==> src/rtl/cpu_sequencer_pkg.sv <==
// Shared definitions for the 9-bit CPU sequencer: opcode and FSM state encodings.
package cpu_sequencer_pkg;

    localparam int INSTR_W = 9;

    typedef enum logic [2:0] {
        OP_AND = 3'b000,
        OP_XOR = 3'b001,
        OP_SHL = 3'b010,
        OP_SHR = 3'b011,
        OP_ADD = 3'b100,
        OP_LW  = 3'b101,
        OP_SW  = 3'b110,
        OP_BR  = 3'b111
    } opcode_t;

    typedef enum logic [2:0] {
        IDLE   = 3'd0,
        FETCH  = 3'd1,
        DECODE = 3'd2,
        EXEC   = 3'd3,
        MEM    = 3'd4,
        WB     = 3'd5,
        HALT   = 3'd6,
        ERR    = 3'd7
    } seq_state_t;

    function automatic opcode_t get_opcode(input logic [INSTR_W-1:0] instr);
        return opcode_t'(instr[8:6]);
    endfunction

endpackage

==> src/rtl/cpu_sequencer_if.sv <==
// Memory handshakes: req is held high (and its qualifiers stable) until ready;
// a transfer completes on the rising edge where req && ready are both high.
interface cpu_sequencer_if;
    import cpu_sequencer_pkg::*;

    logic               imem_req;
    logic               imem_ready;
    logic [INSTR_W-1:0] instr;
    logic               dmem_req;
    logic               dmem_we;
    logic               dmem_ready;

    modport master (
        output imem_req, dmem_req, dmem_we,
        input  imem_ready, instr, dmem_ready
    );

    modport slave (
        input  imem_req, dmem_req, dmem_we,
        output imem_ready, instr, dmem_ready
    );

endinterface

==> src/rtl/sat_counter.sv <==
// Up-counter that sticks at all-ones instead of wrapping; clr has priority over inc.
module sat_counter #(
    parameter int W = 16
) (
    input  logic         clk,
    input  logic         rst_n,
    input  logic         clr,
    input  logic         inc,
    output logic [W-1:0] q
);

    always_ff @(posedge clk or negedge rst_n) begin
        if (!rst_n) begin
            q <= '0;
        end else if (clr) begin
            q <= '0;
        end else if (inc && (q != '1)) begin
            q <= q + 1'b1;
        end
    end

endmodule

==> src/rtl/cpu_sequencer.sv <==
// Multi-cycle sequencer: owns PC/IR, drives the memory handshakes and emits
// one-cycle phase strobes for the datapath, plus busy-cycle/retire counters.
module cpu_sequencer
    import cpu_sequencer_pkg::*;
#(
    parameter int PC_W     = 8,
    parameter int PROG_LEN = 256,
    parameter int TIMEOUT  = 64,
    parameter int CNT_W    = 16
) (
    input  logic               clk,
    input  logic               rst_n,
    input  logic               start,
    cpu_sequencer_if.master    bus,
    input  logic               br_cond,
    input  logic [PC_W-1:0]    br_target,
    output logic [PC_W-1:0]    pc,
    output logic [INSTR_W-1:0] ir,
    output logic               reg_we,
    output logic               busy,
    output logic               done,
    output logic               err,
    output logic [CNT_W-1:0]   cyc_cnt,
    output logic [CNT_W-1:0]   ret_cnt,
    output seq_state_t         dbg_state
);

    localparam int WAIT_W  = (TIMEOUT > 2) ? $clog2(TIMEOUT) : 1;
    localparam int TO_LAST = (TIMEOUT > 0) ? TIMEOUT - 1 : 0;

    seq_state_t        state, state_nxt;
    logic [WAIT_W-1:0] wait_cnt;
    logic [PC_W:0]     nextpc;
    logic              retire;
    logic              run_start;
    logic              waiting;
    logic              ready_now;
    logic              timeout_hit;
    opcode_t           op;

    assign op          = get_opcode(ir);
    assign run_start   = (state == IDLE) && start;
    assign waiting     = (state == FETCH) || (state == MEM);
    assign ready_now   = (state == FETCH) ? bus.imem_ready : bus.dmem_ready;
    // timeout_hit marks the TIMEOUT-th consecutive cycle without ready
    assign timeout_hit = (TIMEOUT != 0) && (wait_cnt == WAIT_W'(TO_LAST));
    assign dbg_state   = state;

    always_comb begin
        state_nxt    = state;
        nextpc       = {1'b0, pc} + 1'b1;
        retire       = 1'b0;
        bus.imem_req = 1'b0;
        bus.dmem_req = 1'b0;
        bus.dmem_we  = 1'b0;
        reg_we       = 1'b0;
        busy         = 1'b0;
        done         = 1'b0;
        err          = 1'b0;
        case (state)
            IDLE: if (start) state_nxt = FETCH;
            FETCH: begin
                busy         = 1'b1;
                bus.imem_req = 1'b1;
                if (bus.imem_ready) state_nxt = DECODE;
                else if (timeout_hit) state_nxt = ERR;
            end
            DECODE: begin
                busy      = 1'b1;
                state_nxt = EXEC;
            end
            EXEC: begin
                busy = 1'b1;
                if (op == OP_BR) begin
                    retire = 1'b1;
                    if (br_cond) nextpc = {1'b0, br_target};
                end else if ((op == OP_LW) || (op == OP_SW)) begin
                    state_nxt = MEM;
                end else begin
                    state_nxt = WB;
                end
            end
            MEM: begin
                busy         = 1'b1;
                bus.dmem_req = 1'b1;
                bus.dmem_we  = (op == OP_SW);
                if (bus.dmem_ready) begin
                    if (op == OP_SW) retire = 1'b1;
                    else state_nxt = WB;
                end else if (timeout_hit) begin
                    state_nxt = ERR;
                end
            end
            WB: begin
                busy   = 1'b1;
                reg_we = 1'b1;
                retire = 1'b1;
            end
            HALT: begin
                done      = 1'b1;
                state_nxt = IDLE;
            end
            ERR: err = 1'b1;
            default: state_nxt = IDLE;
        endcase
        // nextpc is one bit wider than pc so the end-of-program test never wraps
        if (retire) state_nxt = (nextpc >= (PC_W+1)'(PROG_LEN)) ? HALT : FETCH;
    end

    always_ff @(posedge clk or negedge rst_n) begin
        if (!rst_n) begin
            state    <= IDLE;
            pc       <= '0;
            ir       <= '0;
            wait_cnt <= '0;
        end else begin
            state <= state_nxt;
            if (run_start) pc <= '0;
            if ((state == FETCH) && bus.imem_ready) ir <= bus.instr;
            if (retire) pc <= nextpc[PC_W-1:0];
            if ((state_nxt != state) && ((state_nxt == FETCH) || (state_nxt == MEM)))
                wait_cnt <= '0;
            else if (waiting && !ready_now)
                wait_cnt <= wait_cnt + 1'b1;
        end
    end

    sat_counter #(.W(CNT_W)) u_cyc_cnt (
        .clk   (clk),
        .rst_n (rst_n),
        .clr   (run_start),
        .inc   (busy),
        .q     (cyc_cnt)
    );

    sat_counter #(.W(CNT_W)) u_ret_cnt (
        .clk   (clk),
        .rst_n (rst_n),
        .clr   (run_start),
        .inc   (retire),
        .q     (ret_cnt)
    );

endmodule

==> src/flat_wrapper.sv <==
// flat-port wrapper written by rule: the top's interface ports become plain ports
module cpu_sequencer_flat import cpu_sequencer_pkg::*;
#(
    parameter int PC_W     = 8,
    parameter int PROG_LEN = 256,
    parameter int TIMEOUT  = 64,
    parameter int CNT_W    = 16
)
  (clk, rst_n, start, br_cond, br_target, pc, ir, reg_we, busy, done, err, cyc_cnt, ret_cnt, dbg_state, bus_imem_req, bus_dmem_req, bus_dmem_we, bus_imem_ready, bus_instr, bus_dmem_ready);
  cpu_sequencer_if bus_i ();
  input  logic clk;
  input  logic rst_n;
  input  logic start;
  input  logic br_cond;
  input  logic [PC_W-1:0] br_target;
  output logic [PC_W-1:0] pc;
  output logic [INSTR_W-1:0] ir;
  output logic reg_we;
  output logic busy;
  output logic done;
  output logic err;
  output logic [CNT_W-1:0] cyc_cnt;
  output logic [CNT_W-1:0] ret_cnt;
  output seq_state_t dbg_state;
  output wire logic [$bits(bus_i.imem_req)-1:0] bus_imem_req;
  output wire logic [$bits(bus_i.dmem_req)-1:0] bus_dmem_req;
  output wire logic [$bits(bus_i.dmem_we)-1:0] bus_dmem_we;
  input wire logic [$bits(bus_i.imem_ready)-1:0] bus_imem_ready;
  input wire logic [$bits(bus_i.instr)-1:0] bus_instr;
  input wire logic [$bits(bus_i.dmem_ready)-1:0] bus_dmem_ready;
  assign bus_imem_req = bus_i.imem_req;
  assign bus_dmem_req = bus_i.dmem_req;
  assign bus_dmem_we = bus_i.dmem_we;
  assign bus_i.imem_ready = bus_imem_ready;
  assign bus_i.instr = bus_instr;
  assign bus_i.dmem_ready = bus_dmem_ready;
  cpu_sequencer #(.PC_W(PC_W), .PROG_LEN(PROG_LEN), .TIMEOUT(TIMEOUT), .CNT_W(CNT_W)) u_core (.clk(clk), .rst_n(rst_n), .start(start), .bus(bus_i), .br_cond(br_cond), .br_target(br_target), .pc(pc), .ir(ir), .reg_we(reg_we), .busy(busy), .done(done), .err(err), .cyc_cnt(cyc_cnt), .ret_cnt(ret_cnt), .dbg_state(dbg_state));
endmodule
==> config.mk <==
export PLATFORM = sky130hd
export DESIGN_NAME = cpu_sequencer_flat
export DESIGN_NICKNAME = d
export VERILOG_FILES = /design/src/rtl/cpu_sequencer_pkg.sv /design/src/rtl/cpu_sequencer_if.sv /design/src/rtl/sat_counter.sv /design/src/rtl/cpu_sequencer.sv /design/src/flat_wrapper.sv
export SDC_FILE = /design/constraint.sdc
export NUM_CORES = 1
export LEC_CHECK = 0
export ABC_CLOCK_PERIOD_IN_PS = 2800
export CAP_MARGIN = 10
export CORE_ASPECT_RATIO = 2
export CORE_MARGIN = 3
export CORE_UTILIZATION = 40
export CTS_CLUSTER_SIZE = 16
export DETAILED_ROUTE_END_ITERATION = 8
export PLACE_DENSITY = 0.68
export SETUP_SLACK_MARGIN = 0.1
export SLEW_MARGIN = 5
export SYNTH_ARGS = -nofsm -noshare
export SYNTH_HDL_FRONTEND = slang
export SYNTH_SLANG_ARGS = --single-unit
==> constraint.sdc <==
create_clock -name clk -period 2.8 [get_ports clk]
set_input_delay 0.84 -clock clk [delete_from_list [all_inputs] [get_ports clk]]
set_output_delay 0.84 -clock clk [all_outputs]
set_load 0.03 [all_outputs]
==> run metrics <==
via/cell ratio between 5 and 6; Fin Hold WS 507 ps; antenna cells 0; Gate power share 0.524; Max VDD drop between 0.0006 and 0.0007 V; DRT iter0 DRCs ~160; Yosys reg bits a little under 60; global-route wire length before repair roughly 14000 um; CP endpoint kind primary output; Post-Synthesis Cell Area 3210 um2; main combinational cell family by area after synthesis simple AND/OR/NAND/NOR gates; Initial Util 0.416; Max Root-Sink Buffers 2; Psw approximately 2300 uW; Slew headroom 0.492; Min Clock Period, post-route 2590 ps; post-CTS setup buffers 0; vias in the first global route just under 3000; f_max 386 MHz; Max-Cap Viols 0; leak pwr 0.00195 uW; Placer Congestion a little under 0.9; async set or reset register ratio after synthesis 1.00; clk_lat worst skew between 300 and 400 ps; crit share post-route 0.926; port buffer count 81; CP Max Fanout 8; pin count of the biggest net entering global routing between 50 and 60; Hold Path Stages 1; crit start category flop; pre-CTS setup slack -134 ps; EDFF count, synth 0; Synth area leaders dfrtp_1, nor2_1, xor2_1; Final Setup Violations 0; Layout area overhead 37.9%; Clock Skew approximately 7.7 ps; clock network power share 0.186; Synth area leader dfrtp_1; max-slew violations 0; Clock Sinks 58; Flop pwr share 0.290; Hold WC Path Type reg -> reg; H-tree levels 3; Synth Area per Inst between 9 and 10 um2; XOR/XNOR Fraction of Synth Area 0.0655; synth unique cells 54; outcome finished clean; cells after synthesis 333; Yosys Warn Count 0; Core Rows 45; worst slew pin tran roughly 760 ps; Worst Reg2Reg Path Length in Cells 7; GRT overflow 0; crit path kind reg -> out; adder-cell area share of the yosys netlist 0.0156; Final #Nets between 400 and 500; initial antenna violation count 0; gr usage total 0.180; DIE AREA slightly above 9000 um2; First-pass DRT Iterations 4; DR WL/cell ~15 um; clk slew on worst S/H paths ~50 ps; DRT antenna net count 0; CP Data Required Time approximately 2000 ps; Total Wirelength just under 8000 um; internal power about 3000 uW; CTS root buf clkbuf_16; switching portion of total power 0.436; layout cells sized above 1 0.133; multiplexer share of the synthesized area 0.0414; Synth Flop Type dfrtp_1; pwr/cell area approximately 1200 nW/um2; Post-DP Area slightly above 4000 um2; simple-gate area share of the yosys netlist 0.271; Mapped Nets 360; compound-gate portion of the synthesized area 0.119; CTS tree built; Seq/Total Area, Yosys 0.453; top-area cell type share of the netlist area 0.453; width of the die roughly 70 um; Design Area, Final 4420 um2; core area around 7700 um2; final worst slack 208 ps; Ports roughly 80; CP arrival about 1800 ps; DR vias ~2800; RSZ-0062 raised after global routing no; HPWL after detailed placement 5940 um; DRC Markers 0; clock buffer count from CTS 9; final hold viol count 0; Die Y 133 um
-- cell usage after synthesis, types with 2 or more instances --
cell	n
mux2i_1	2
xnor2_1	8
a21o_1	8
a211o_1	2
a21oi_1	10
nand3b_1	2
clkbuf_1	8
o21ai_0	16
buf_2	3
o31ai_1	2
nor3_1	9
nor2_1	38
nand2b_1	3
ha_1	4
buf_6	3
dfrtp_1	58
mux2_2	10
inv_1	5
and3_1	15
nor4_1	2
a221o_1	2
o21ai_2	2
nor4_2	2
xor2_1	16
and2_1	3
or3_1	2
nand3_1	21
buf_4	2
nand4_1	17
nand2_1	26
nor3b_1	3
and4_1	4
nor2b_1	4
-- metrics by stage --
| stage | cells | power (uW) | TNS (ps) | util |
|---|---|---|---|---|
| 2_1_floorplan | 333 | 3240 | 0 | - |
| 3_3_place_gp | 507 | 4240 | -134 | 0.539 |
| 3_5_place_dp | 507 | 4310 | -467 | 0.539 |
| 4_1_cts | 523 | 5300 | 0 | 0.573 |
| 5_1_grt | 523 | 5580 | 0 | 0.573 |
| 6_report | 523 | 5240 | 0 | 0.573 |
-- sequential cells by signal, summed over array words and instances (netlist names) --
register / cells
u_core.u_ret_cnt.q: 16
u_core.wait_cnt: 6
u_core.u_cyc_cnt.q: 16
u_core.dbg_state: 3
u_core.pc: 8
u_core.ir: 9
-- per-layer routing --
| metal | wire length (um) | share of wire | vias to the layer above | global-route usage |
|---|---|---|---|---|
| li1 | - | - | 1383 | - |
| met1 | 3080 | 0.39 | 1384 | 0.193 |
| met2 | 4380 | 0.55 | 70 | 0.336 |
| met3 | 328 | 0.041 | 12 | 0.0403 |
| met4 | 173 | 0.022 | 0 | 0.0685 |
| met5 | 0 | 0 | - | 0 |
-- worst paths after layout --
kind,startpoint,slack [ps],to
worst max-delay path,u_core.dbg_state[2],210,reg_we
worst max register to register,u_core.dbg_state[2],490,u_core.pc[7]
min in group asynchronous,rst_n,660,u_core.ir[1]
worst min-delay path,u_core.ir[2],510,u_core.ir[2]
max in group asynchronous,rst_n,1620,u_core.u_ret_cnt.q[13]
worst min register to register,u_core.ir[2],510,u_core.ir[2]
-- timing repair --
item / 4_1_cts / 5_1_grt
pin swaps: 0 / 0
hold buffers: 0 / 0
endpoints found under the hold margin: 0 / 0
resized for setup: 3 / 1
endpoints found under the setup margin: 3 / 1
-- worst max-delay path, stage by stage (launching register included) --
cell,delay (ps)
dfrtp_1,490
nand2b_1,150
nor2_1,100
clkdlybuf4s50_1,680
-- cell usage in the layout, fill, tap and decap left out, types with 5 or more instances in the layout --
master           count
a21o_1               8
a21oi_1             10
and3_1              15
buf_4               16
clkbuf_16            9
clkdlybuf4s50_1     75
dfrtp_1             58
inv_1                5
mux2_2              10
nand2_1             26
nand3_1             21
nand4_1             17
nor2_1              38
nor3_1               9
o21ai_0             16
xnor2_1              8
xor2_1              16
-- cell type report --
class                           instances  area (um2)
Fill cell                             691        3290
Inverter                                5        18.8
Multi-Input combinational cell        254        1660
Tap cell                               94         118
Clock buffer                           13         250
Sequential cell                        58        1450
Timing Repair Buffer                   96         915
Clock inverter                          3        15.0
-- kinds of logic after synthesis --
family / Yosys count
compound gates: 54
xor+xnor: 24
fa+ha+maj: 4
buf+inv: 21
flops: 58
mux: 12
simple gates: 160
-- power groups by stage --
| stage | sequential (uW) | combinational, uW | clock [uW] |
|---|---|---|---|
| CTS | 1520 | 2770 | 1000 |
| global placement | 1520 | 2730 | 0 |
| detailed placement | 1530 | 2770 | 0 |
| floorplan | 1990 | 1250 | 0 |
| finish | 1520 | 2750 | 977 |
| global route | 1580 | 2960 | 1030 |
No activity file was read; power rests on OpenSTA's default activity.
